==> src/rtl/exe_stage_hs.sv <==
// Execute stage: operand forwarding, single-cycle ALU, registered EX/MEM output
// with a valid/ready handshake.
// Optional feature macro: EXE_MUL_EN. When defined, it builds an iterative shift-add unit
// for MUL/MULHU. While that unit runs, the stage stalls upstream.
module exe_stage_hs #(
    parameter int unsigned XLEN = 32,
    parameter int unsigned SHW  = 5
) (
    input  logic            clk,
    input  logic            rst,
    input  logic            flush,
    input  logic            in_valid,
    output logic            in_ready,
    input  logic [XLEN-1:0] rda,
    input  logic [XLEN-1:0] rdb,
    input  logic [XLEN-1:0] imm,
    input  logic            alusrc,
    input  logic [1:0]      aluop,
    input  logic            instr30,
    input  logic            instr25,
    input  logic [2:0]      funct3,
    input  logic [1:0]      fwd_a,
    input  logic [1:0]      fwd_b,
    input  logic [XLEN-1:0] fwd_mem,
    input  logic [XLEN-1:0] fwd_wb,
    output logic            out_valid,
    input  logic            out_ready,
    output logic [XLEN-1:0] out_result,
    output logic            busy
);

    logic [XLEN-1:0] op_a, op_b_fwd, op_b, alu_res, mul_res, out_result_q;
    logic [SHW-1:0]  shamt;
    logic            out_valid_q, accept, is_mul, mul_idle, mul_done, out_free;

    // Forwarding muxes: 01 picks the MEM-stage result, 10 picks the WB data, else the register file.
    always_comb begin
        op_a = rda;
        op_b_fwd = rdb;
        case (fwd_a)
            2'b01:   op_a = fwd_mem;
            2'b10:   op_a = fwd_wb;
            default: op_a = rda;
        endcase
        case (fwd_b)
            2'b01:   op_b_fwd = fwd_mem;
            2'b10:   op_b_fwd = fwd_wb;
            default: op_b_fwd = rdb;
        endcase
        op_b = alusrc ? imm : op_b_fwd;
    end

    // Single-cycle ALU decode.
    always_comb begin
        alu_res = '0;
        shamt = op_b[SHW-1:0];
        case (aluop)
            2'b00: alu_res = op_a + op_b;
            2'b01: alu_res = op_a - op_b;
            default: begin
                case (funct3)
                    3'b000: alu_res = (aluop == 2'b10 && instr30) ? op_a - op_b : op_a + op_b;
                    3'b001: alu_res = op_a << shamt;
                    3'b010: alu_res = {{(XLEN-1){1'b0}}, $signed(op_a) < $signed(op_b)};
                    3'b011: alu_res = {{(XLEN-1){1'b0}}, op_a < op_b};
                    3'b100: alu_res = op_a ^ op_b;
                    3'b101: begin
                        // Kept as separate branches so the signed shift is not made unsigned.
                        if (instr30) alu_res = $signed(op_a) >>> shamt;
                        else         alu_res = op_a >> shamt;
                    end
                    3'b110: alu_res = op_a | op_b;
                    default: alu_res = op_a & op_b;
                endcase
            end
        endcase
    end

    assign out_free = !out_valid_q || out_ready;
    assign in_ready = mul_idle && out_free && !flush;
    assign accept   = in_valid && in_ready;

`ifdef EXE_MUL_EN
    typedef enum logic [0:0] {StIdle, StMul} state_e;

    state_e            state_q, state_d;
    logic [SHW-1:0]    cnt_q, cnt_d;
    logic [2*XLEN-1:0] prod_q, prod_d, step_prod;
    logic [XLEN-1:0]   mcand_q, mcand_d;
    logic              hi_q, hi_d;
    logic [XLEN:0]     step_sum;

    assign is_mul = (aluop == 2'b10) && instr25 && (funct3 == 3'b000 || funct3 == 3'b011);

    // Multiplier FSM: one shift-add step per cycle, the product shifts right through prod.
    always_comb begin
        state_d  = state_q;
        cnt_d    = cnt_q;
        prod_d   = prod_q;
        mcand_d  = mcand_q;
        hi_d     = hi_q;
        mul_done = 1'b0;
        step_sum = {1'b0, prod_q[2*XLEN-1:XLEN]} + (prod_q[0] ? {1'b0, mcand_q} : {(XLEN+1){1'b0}});
        step_prod = {step_sum, prod_q[XLEN-1:1]};
        case (state_q)
            StIdle: begin
                if (accept && is_mul) begin
                    state_d = StMul;
                    cnt_d   = '0;
                    prod_d  = {{XLEN{1'b0}}, op_b};
                    mcand_d = op_a;
                    hi_d    = (funct3 == 3'b011);
                end
            end
            StMul: begin
                if (cnt_q != SHW'(XLEN - 1)) begin
                    prod_d = step_prod;
                    cnt_d  = cnt_q + 1'b1;
                end else if (out_free) begin
                    // The final step is only taken when the output register can take the result.
                    prod_d   = step_prod;
                    cnt_d    = '0;
                    state_d  = StIdle;
                    mul_done = 1'b1;
                end
            end
            default: state_d = StIdle;
        endcase
        if (flush) begin
            state_d  = StIdle;
            cnt_d    = '0;
            mul_done = 1'b0;
        end
    end

    // Multiplier state registers.
    always_ff @(posedge clk or posedge rst) begin
        if (rst) begin
            state_q <= StIdle;
            cnt_q   <= '0;
            prod_q  <= '0;
            mcand_q <= '0;
            hi_q    <= 1'b0;
        end else begin
            state_q <= state_d;
            cnt_q   <= cnt_d;
            prod_q  <= prod_d;
            mcand_q <= mcand_d;
            hi_q    <= hi_d;
        end
    end

    assign mul_res  = hi_q ? step_prod[2*XLEN-1:XLEN] : step_prod[XLEN-1:0];
    assign mul_idle = (state_q == StIdle);
    assign busy     = (state_q == StMul);
`else
    logic unused_instr25;

    assign unused_instr25 = instr25;
    assign is_mul   = 1'b0;
    assign mul_done = 1'b0;
    assign mul_res  = '0;
    assign mul_idle = 1'b1;
    assign busy     = 1'b0;
`endif

    // EX/MEM output register: load on ALU accept or multiply completion, clear when drained.
    always_ff @(posedge clk or posedge rst) begin
        if (rst) begin
            out_valid_q  <= 1'b0;
            out_result_q <= '0;
        end else if (flush) begin
            out_valid_q <= 1'b0;
        end else if (accept && !is_mul) begin
            out_valid_q  <= 1'b1;
            out_result_q <= alu_res;
        end else if (mul_done) begin
            out_valid_q  <= 1'b1;
            out_result_q <= mul_res;
        end else if (out_ready) begin
            out_valid_q <= 1'b0;
        end
    end

    assign out_valid  = out_valid_q;
    assign out_result = out_result_q;

endmodule

==> config.mk <==
export PLATFORM = sky130hd
export DESIGN_NAME = exe_stage_hs
export DESIGN_NICKNAME = d
export VERILOG_FILES = /design/src/rtl/exe_stage_hs.sv
export SDC_FILE = /design/constraint.sdc
export NUM_CORES = 1
export LEC_CHECK = 0
export CAP_MARGIN = 20
export CORE_MARGIN = 1
export CORE_UTILIZATION = 24
export CTS_CLUSTER_DIAMETER = 200
export DETAILED_ROUTE_END_ITERATION = 16
export HOLD_SLACK_MARGIN = 0.1
export PLACE_DENSITY_LB_ADDON = 0.05
export SLEW_MARGIN = 20
export SYNTH_ARGS = -nofsm -noshare
export SYNTH_HDL_FRONTEND = slang
export SYNTH_SLANG_ARGS = --single-unit
==> constraint.sdc <==
create_clock -name clk -period 3.4 [get_ports clk]
set_clock_uncertainty 0.2 [all_clocks]
set_input_delay 0.68 -clock clk [delete_from_list [all_inputs] [get_ports clk]]
set_output_delay 0.68 -clock clk [all_outputs]
set_load 0.005 [all_outputs]
==> out/qor.tcl, run 1 <==
set qor(yosysTopAreaCell) {sky130_fd_sc_hd__mux2i_1}
set qor(floorplan.initialDensity_pct) 24.5
set qor(met2WireLength_um) 38500
set qor(detail_route.vias_per_cell) 5.47
set qor(nets) 2893
set qor(mapped_cells) 1833
set qor(clock_tree.buffer_depth) 2
set qor(die_area_mm2) 0.0524
set qor(cpLargestDelayFamily) {compound AO/OA/AOI/OAI gates}
set qor(synth_ff_type) {sky130_fd_sc_hd__dfrtp_1}
set qor(place_inst) 3205
set qor(timing.critical_path.required_ns) 3.43
set qor(cap_viol_max_count) 0
set qor(cts.sink_count) 33
set qor(powerDensity_mw_per_mm2) 371
set qor(synth_seq_cells) 33
set qor(wl_per_cell_um) 26.4
set qor(synth-async-reset-ratio_pct) 100
set qor(timing.final.max_slew_violations) 0
set qor(grt_start_max_net_pins) 43
set qor(timing.critical_path.slowest_cell_delay_ns) 0.41
set qor(area_growth_syn_to_layout_pct) 80.4
set qor(detailroute.via_count) 18000
set qor(synth_area_leaders) {sky130_fd_sc_hd__mux2i_1, sky130_fd_sc_hd__ha_1, sky130_fd_sc_hd__nand2_1}
set qor(synth_edf_count) 0
set qor(crit_chain) {buf_8 -> ha_4 -> buf_6 -> buf_6 -> nand2b_4 -> o221ai_4 -> inv_2 -> buf_6 -> ha_4 -> inv_2 -> fa_2 -> a21oi_4 -> o221ai_4 -> a311oi_4 -> a31oi_4 -> a21o_4 -> a211o_4 -> nand2_1 -> nand4b_1 -> a32oi_1}
set qor(final_critical_period_ns) 4.48
set qor(top_layer_used) {met4}
set qor(timing_worst_setup_path_type) {in -> reg}
set qor(vias_in_the_first_global_route) 18000
set qor(wl_met3_um) 6300
set qor(post_route_cells_drive_above_1_share_pct) 37.5
set qor(crit_top_cell) {sky130_fd_sc_hd__buf_6}
set qor(drt_pre_antenna_iters) 6
set qor(route.detailed.drc) 0
set qor(finalCritPeriodShare_pct) 132
set qor(met1_length_um) 38500
set qor(post_synth_most_frequent_cells) {sky130_fd_sc_hd__nand2_1, sky130_fd_sc_hd__mux2i_1, sky130_fd_sc_hd__nor2_1}
set qor(finalSetupViolations) 32
set qor(path_buf_inv) 6
set qor(yosys.area.top_type_share_pct) 11.8
set qor(cp_data_arrival_time_ns) 4.51
set qor(overflow_left_after_global_routing) 0
set qor(clk_root_buffer_cell) {sky130_fd_sc_hd__clkbuf_16}
set qor(cp-start-kind) {input pin}
set qor(postSynthAreaPerCell_um2) 6.75
set qor(detail_route.iter0.violations) 1685
set qor(power_leakage_nw) 10.0
set qor(hpwlAfterDp_um) 70100
set qor(hold_path.class) {reg -> reg}
set qor(yosys_warnings) 0
set qor(net_count_synth) 2113
set qor(core_region_area_mm2) 0.0505
set qor(ys_types) 91
set qor(wire_length_of_the_first_global_routing_pass_um) 124000
set qor(tightest_slew_ns) 0.680
set qor(timing.fmax_mhz) 223
set qor(failed_checks) {setup timing}
set qor(place.port_buffers) 209
set qor(globalRouteTotalUtil_pct) 32.0
set qor(final_antenna_net_count) 0
set qor(grt_setup_unrepaired) {yes}
set qor(cts_htree_levels) 2
set qor(maxSlewHeadroom_pct) 54.4
set qor(cts_buffers) 5
set qor(final_core_util_pct) 44.2
set qor(routed_wirelength_um) 86800
set qor(cts_tree) {yes}
set qor(timing.critical_path.fanout_max) 6
set qor(gpl.final_weighted_congestion) 0.992
set qor(die_w_um) 229
set qor(hold_viol) 0
set qor(clock_latency_ns) 0.31
set qor(initial_antenna_violation_count) 2
set qor(fin_cells) 3288
set qor(syn_area_mm2) 0.0124
set qor(endpoint_kind) {flop}
set qor(timing.critical_path.slowest_stage_cell) {sky130_fd_sc_hd__fa_2}
set qor(cell_with_the_most_instances_after_synthesis) {sky130_fd_sc_hd__nand2_1}
set qor(postLayoutSetupSlackWorst_ns) -1.08
set qor(io_pins) 212
set qor(status) {finished with violations}
set qor(clk_transition_reported_paths_ns) 0.08
set qor(floorplan.rows) 82
set qor(synth_seq_area_share_pct) 6.68
set qor(ir_worst_vdd_mv) 0.189
set qor(die_y_um) 229
power by group:
part | internal (mW) | switching (mW) | total (mW) | leakage [nW]
combinational | 3.39 | 3.64 | 7.03 | 9.53
sequential | 0.508 | 0.120 | 0.628 | 0.415
clock | 0.368 | 0.259 | 0.627 | 0.0831
registers in the layout, summed over array words and instances (netlist names):
name        count
out_result     32
out_valid       1
repair_timing:
action / CTS / global route
hold buffers: 0 / 0
cloned: 8 / 3
pin swaps: 49 / 81
resized for setup: 214 / 104
buffers inserted: 29 / 37
setup endpoints to repair: 32 / 32
worst register-to-register path, delay by kind of cell (launching register included):
kind            cells  cell delay, ns
flops               1            0.37
compound gates      4            0.83
buf+inv             1            0.22
simple gates        5            0.78
cell usage in the layout (no fill, tap or decap), types with 38 or more instances in the layout:
cell,netlist,routed
sky130_fd_sc_hd__nor2_1,128,120
sky130_fd_sc_hd__a21oi_1,125,103
sky130_fd_sc_hd__a22oi_1,57,44
sky130_fd_sc_hd__mux2i_1,146,134
sky130_fd_sc_hd__nor2b_1,45,43
sky130_fd_sc_hd__clkdlybuf4s50_1,0,199
sky130_fd_sc_hd__o21ai_0,127,100
sky130_fd_sc_hd__nand2_1,231,227
sky130_fd_sc_hd__inv_1,107,104
sky130_fd_sc_hd__buf_4,12,645
sky130_fd_sc_hd__ha_1,101,84
sky130_fd_sc_hd__o21ai_1,38,38
path summary, 6_finish.rpt:
kind | start | endpoint | slack (ns) | cells after the start
worst max-delay path | fwd_b[1] | out_result[0] | -1.08 | 20
worst min-delay path | out_result[15] | out_result[15] | 0.29 | 2
min in group asynchronous | rst | out_result[20] | 0.63 | 3
max in group asynchronous | rst | out_result[1] | 1.94 | 3
worst max register to register | out_valid | out_result[31] | 0.95 | 10
worst min register to register | out_result[15] | out_result[15] | 0.29 | 2
stage by stage:
stage / instance area [µm²] / setup TNS [ns] / worst slack [ns] / power, mW / hold WS, ns
6_report: 22300 / -24.42 / -1.08 / 8.28 / 0.286
3_5_place_dp: 19900 / -56.88 / -2.21 / 6.66 / 0.275
3_3_place_gp: 19900 / -56.08 / -2.20 / 6.68 / 0.269
2_1_floorplan: 12800 / -19.23 / -0.977 / 3.40 / 0.279
5_1_grt: 22300 / -28.46 / -1.11 / 8.69 / 0.345
4_1_cts: 21500 / -21.94 / -0.988 / 7.83 / 0.291
area by class of cell:
type | instances | area [µm²]
diodes | 2 | 5.00
flip-flops and latches | 33 | 826
well taps | 672 | 841
multi-input cells | 1531 | 11800
fillers | 5292 | 28200
inverters | 115 | 439
clock buffers | 6 | 139
repair buffers | 927 | 8180
clock inverters | 2 | 37.5
cell families after synthesis:
family,share of synthesized area (%)
AND/OR/NAND/NOR,21.2
adder cells (fa/ha/maj),10.5
multiplexers,12.7
XOR/XNOR,3.47
buffers and inverters,9.13
other,0.0303
flip-flops,6.68
AO/OA/AOI/OAI,36.2
per-layer routing:
| metal | global-route usage (%) | vias up |
|---|---|---|
| met1 | 44.1 | 8660 |
| met4 | 10.5 | 0 |
| li1 | - | 8312 |
| met2 | 51.6 | 878 |
| met5 | 0 | - |
| met3 | 3.35 | 139 |
Note: power is estimated with default switching activity, not from simulation.
==> run 2, diff against run 1 <==
--- a/config.mk
+++ b/config.mk
@@ -11,7 +11,6 @@
 export CTS_CLUSTER_DIAMETER = 200
 export DETAILED_ROUTE_END_ITERATION = 16
 export HOLD_SLACK_MARGIN = 0.1
-export PLACE_DENSITY_LB_ADDON = 0.05
 export SLEW_MARGIN = 20
 export SYNTH_ARGS = -nofsm -noshare
 export SYNTH_HDL_FRONTEND = slang
==> run 2 against run 1 <==
The flow still finishes with violations (setup timing). Sequential cell count unchanged. Register-to-register slack got worse by 0.05 ns. Wire length fell by 2.0%. Hold slack gained 0.030 ns. Power is 2.1% higher. Sequential share of layout area is 0.055 points lower. Clock power down 19%. Non-clock buffer count fell by 11. Combinational power is 4.1% higher. Critical path type unchanged. Largest cell class unchanged. Largest power group unchanged.
==> out/qor.tcl, run 2 (same netlist as run 1, synthesis figures left out) <==
set qor(endpoint_kind) {flop}
set qor(final_core_util_pct) 44.9 ;# +0.67 points
set qor(finalCritPeriodShare_pct) 130 ;# -1.3 points
set qor(die_area_mm2) 0.0524 ;# unchanged
set qor(detail_route.vias_per_cell) 5.67 ;# +3.6%
set qor(cp-start-kind) {input pin}
set qor(cp_data_arrival_time_ns) 4.43 ;# -0.08 ns
set qor(reg2reg_to) {out_result[7]}
set qor(wire_length_of_the_first_global_routing_pass_um) 122000 ;# -2.1%
set qor(failed_checks) {setup timing}
set qor(clock_latency_ns) 0.32 ;# about the same
set qor(switching_power_share_of_the_total_pct) 49.3 ;# +0.75 points
set qor(min_to) {out_result[27]}
set qor(ff2ff_path_depth) 9 ;# -1
set qor(detail_route.iter0.violations) 2137 ;# +27%
set qor(wl_per_cell_um) 26.0 ;# -1.7%
set qor(initial_antenna_violation_count) 0 ;# -2
set qor(tightest_slew_ns) 0.663 ;# -0.0175 ns
set qor(place.port_buffers) 209 ;# unchanged
set qor(globalRouteTotalUtil_pct) 31.0 ;# -0.99 points
set qor(worst_hold_stages) 2 ;# unchanged
set qor(floorplan.initialDensity_pct) 24.5 ;# unchanged
set qor(cts_htree_levels) 2 ;# unchanged
set qor(cts_tree) {yes}
set qor(timing.final.max_slew_violations) 0 ;# unchanged
set qor(routed_wirelength_um) 85000 ;# -2.0%
set qor(timing.fmax_mhz) 225 ;# +0.97%
set qor(area_growth_syn_to_layout_pct) 83.1
set qor(cap_viol_max_count) 0 ;# unchanged
set qor(post_route_cells_drive_above_1_share_pct) 38.5 ;# +1.0 points
set qor(die_w_um) 229 ;# unchanged
set qor(nets) 2882 ;# -0.38%
set qor(vias_in_the_first_global_route) 18000 ;# -0.24%
set qor(ir_worst_vdd_mv) 0.185 ;# -2.3%
set qor(cts_buffers) 5 ;# unchanged
set qor(final_antenna_net_count) 0 ;# unchanged
set qor(p_switching_mw) 4.16 ;# +3.7%
set qor(gpl.final_weighted_congestion) 1.02 ;# +2.9%
set qor(timing_worst_setup_path_type) {in -> reg}
set qor(power_leakage_nw) 10.1 ;# +0.49%
set qor(sequentialPowerShare_pct) 7.4 ;# -0.2 points
set qor(clk_transition_reported_paths_ns) 0.07 ;# about the same
set qor(postLayoutSetupSlackWorst_ns) -1.04 ;# +0.0431 ns
set qor(internal_power_mw) 4.29 ;# +0.60%
set qor(mostFrequentLayoutCells) {sky130_fd_sc_hd__buf_4, sky130_fd_sc_hd__nand2_1, sky130_fd_sc_hd__clkdlybuf4s50_1, sky130_fd_sc_hd__mux2i_1, sky130_fd_sc_hd__nor2_1}
set qor(r2r-start) {out_valid}
set qor(proportion_of_power_drawn_by_the_clock_network_pct) 6.0 ;# -1.6 points
set qor(detailroute.via_count) 18600 ;# +3.2%
set qor(combinationalPowerShare_pct) 86.6 ;# +1.8 points
set qor(cts_hold_buffers) 0 ;# unchanged
set qor(maxSlewHeadroom_pct) 54.6 ;# +0.18 points
set qor(reg2reg_slack_ns) 0.90 ;# -0.05 ns
set qor(io_pins) 212 ;# unchanged
set qor(cts.sink_count) 33 ;# unchanged
set qor(final_critical_period_ns) 4.44 ;# -0.0431 ns
set qor(overflow_left_after_global_routing) 0 ;# unchanged
set qor(timing.critical_path.fanout_max) 4 ;# -2
set qor(drt_pre_antenna_iters) 5 ;# -1
set qor(min_from) {out_result[27]}
set qor(hold_path.class) {reg -> reg}
set qor(largest_register_ffs) 32 ;# unchanged
set qor(fin_setup_tns_ns) -22.68 ;# +1.74 ns
set qor(placement.setup.worst_slack_ns) -2.36 ;# -0.152 ns
set qor(hpwlAfterDp_um) 67900 ;# -3.1%
set qor(timing.critical_path.required_ns) 3.39 ;# -0.04 ns
set qor(powerDensity_mw_per_mm2) 373 ;# +0.56%
set qor(status) {finished with violations}
set qor(core_region_area_mm2) 0.0505 ;# unchanged
set qor(floorplan.rows) 82 ;# unchanged
set qor(grt_setup_unrepaired) {yes}
set qor(route.detailed.drc) 0 ;# unchanged
set qor(die_y_um) 229 ;# unchanged
set qor(num_antenna_cells) 0 ;# -2
set qor(grt_start_max_net_pins) 51 ;# +19%
set qor(clock_tree.buffer_depth) 2 ;# unchanged
set qor(finalSetupViolations) 32 ;# unchanged
set qor(hold_viol) 0 ;# unchanged
set qor(layout_commonest_cell) {sky130_fd_sc_hd__buf_4}
set qor(clk_root_buffer_cell) {sky130_fd_sc_hd__clkbuf_16}
-- run 2: area by class of cell --
class | count | area (µm²)
clock buffer | 7 | 133
clock inverter | 1 | 7.51
tap | 672 | 841
sequential | 33 | 826
inverter | 115 | 442
fill | 5027 | 27800
multi-input combinational | 1531 | 12200
timing repair buffer | 916 | 8160
-- run 2: power groups by stage --
stage                     combinational, mW  sequential [mW]  clock [mW]
after floorplan                        2.82            0.584           0
after global placement                 5.97            0.639           0
after detailed placement               5.99            0.638           0
after CTS                              6.69            0.632       0.516
after global routing                   7.64            0.641       0.527
final                                  7.32            0.625       0.511
-- run 2: through the flow --
stage	cell area, µm²	hold slack (ns)	power, mW	std cells
4_1_cts	21600	0.314	7.84	3243
5_1_grt	22600	0.359	8.81	3275
3_3_place_gp	19700	0.291	6.61	3177
3_5_place_dp	19700	0.287	6.62	3177
6_report	22600	0.315	8.46	3275
2_1_floorplan	12800	0.279	3.40	1833
-- run 2: worst max-delay path, stage by stage --
cell and delay, ns:
sky130_fd_sc_hd__clkdlybuf4s50_1 0.57, sky130_fd_sc_hd__a221oi_4 0.36, sky130_fd_sc_hd__o31ai_4 0.08, sky130_fd_sc_hd__buf_6 0.13
sky130_fd_sc_hd__ha_4 0.23, sky130_fd_sc_hd__or4_4 0.55, sky130_fd_sc_hd__nor3_4 0.22, sky130_fd_sc_hd__buf_4 0.16
sky130_fd_sc_hd__nor3b_4 0.22, sky130_fd_sc_hd__a221oi_4 0.10, sky130_fd_sc_hd__buf_12 0.15, sky130_fd_sc_hd__a21boi_4 0.19
sky130_fd_sc_hd__nor2b_1 0.08, sky130_fd_sc_hd__o21ai_0 0.25, sky130_fd_sc_hd__xnor2_1 0.13, sky130_fd_sc_hd__a222oi_1 0.22
sky130_fd_sc_hd__o21ai_1 0.11
-- run 2: worst max-delay path by stage --
| stage | slack (ns) | cells after the start | startpoint | end |
|---|---|---|---|---|
| 2_1_floorplan | -0.98 | 18 | fwd_b[1] | out_result[18] |
| 6_report | -1.04 | 17 | fwd_mem[11] | out_result[23] |
| 4_1_cts | -0.95 | 20 | fwd_b[1] | out_result[28] |
| 3_5_place_dp | -2.36 | 18 | fwd_b[0] | out_result[28] |
| 3_3_place_gp | -2.47 | 19 | fwd_b[0] | out_result[28] |
| 5_1_grt | -1.12 | 21 | fwd_b[0] | out_result[23] |
-- run 2: repair_timing --
action,4_1_cts,5_1_grt
setup buffers,57,39
resized for setup,276,141
gates cloned,6,2
pin swaps,102,95
setup endpoints to repair,32,32
-- run 2: per-layer routing --
| layer | up-vias | GRT usage [%] | routed length (µm) |
|---|---|---|---|
| met3 | 154 | 4.99 | 8820 |
| met4 | 0 | 9.21 | 3050 |
| met1 | 8932 | 44.0 | 37200 |
| li1 | 8291 | - | - |
| met2 | 1194 | 47.5 | 35900 |
| met5 | - | 0 | 0 |
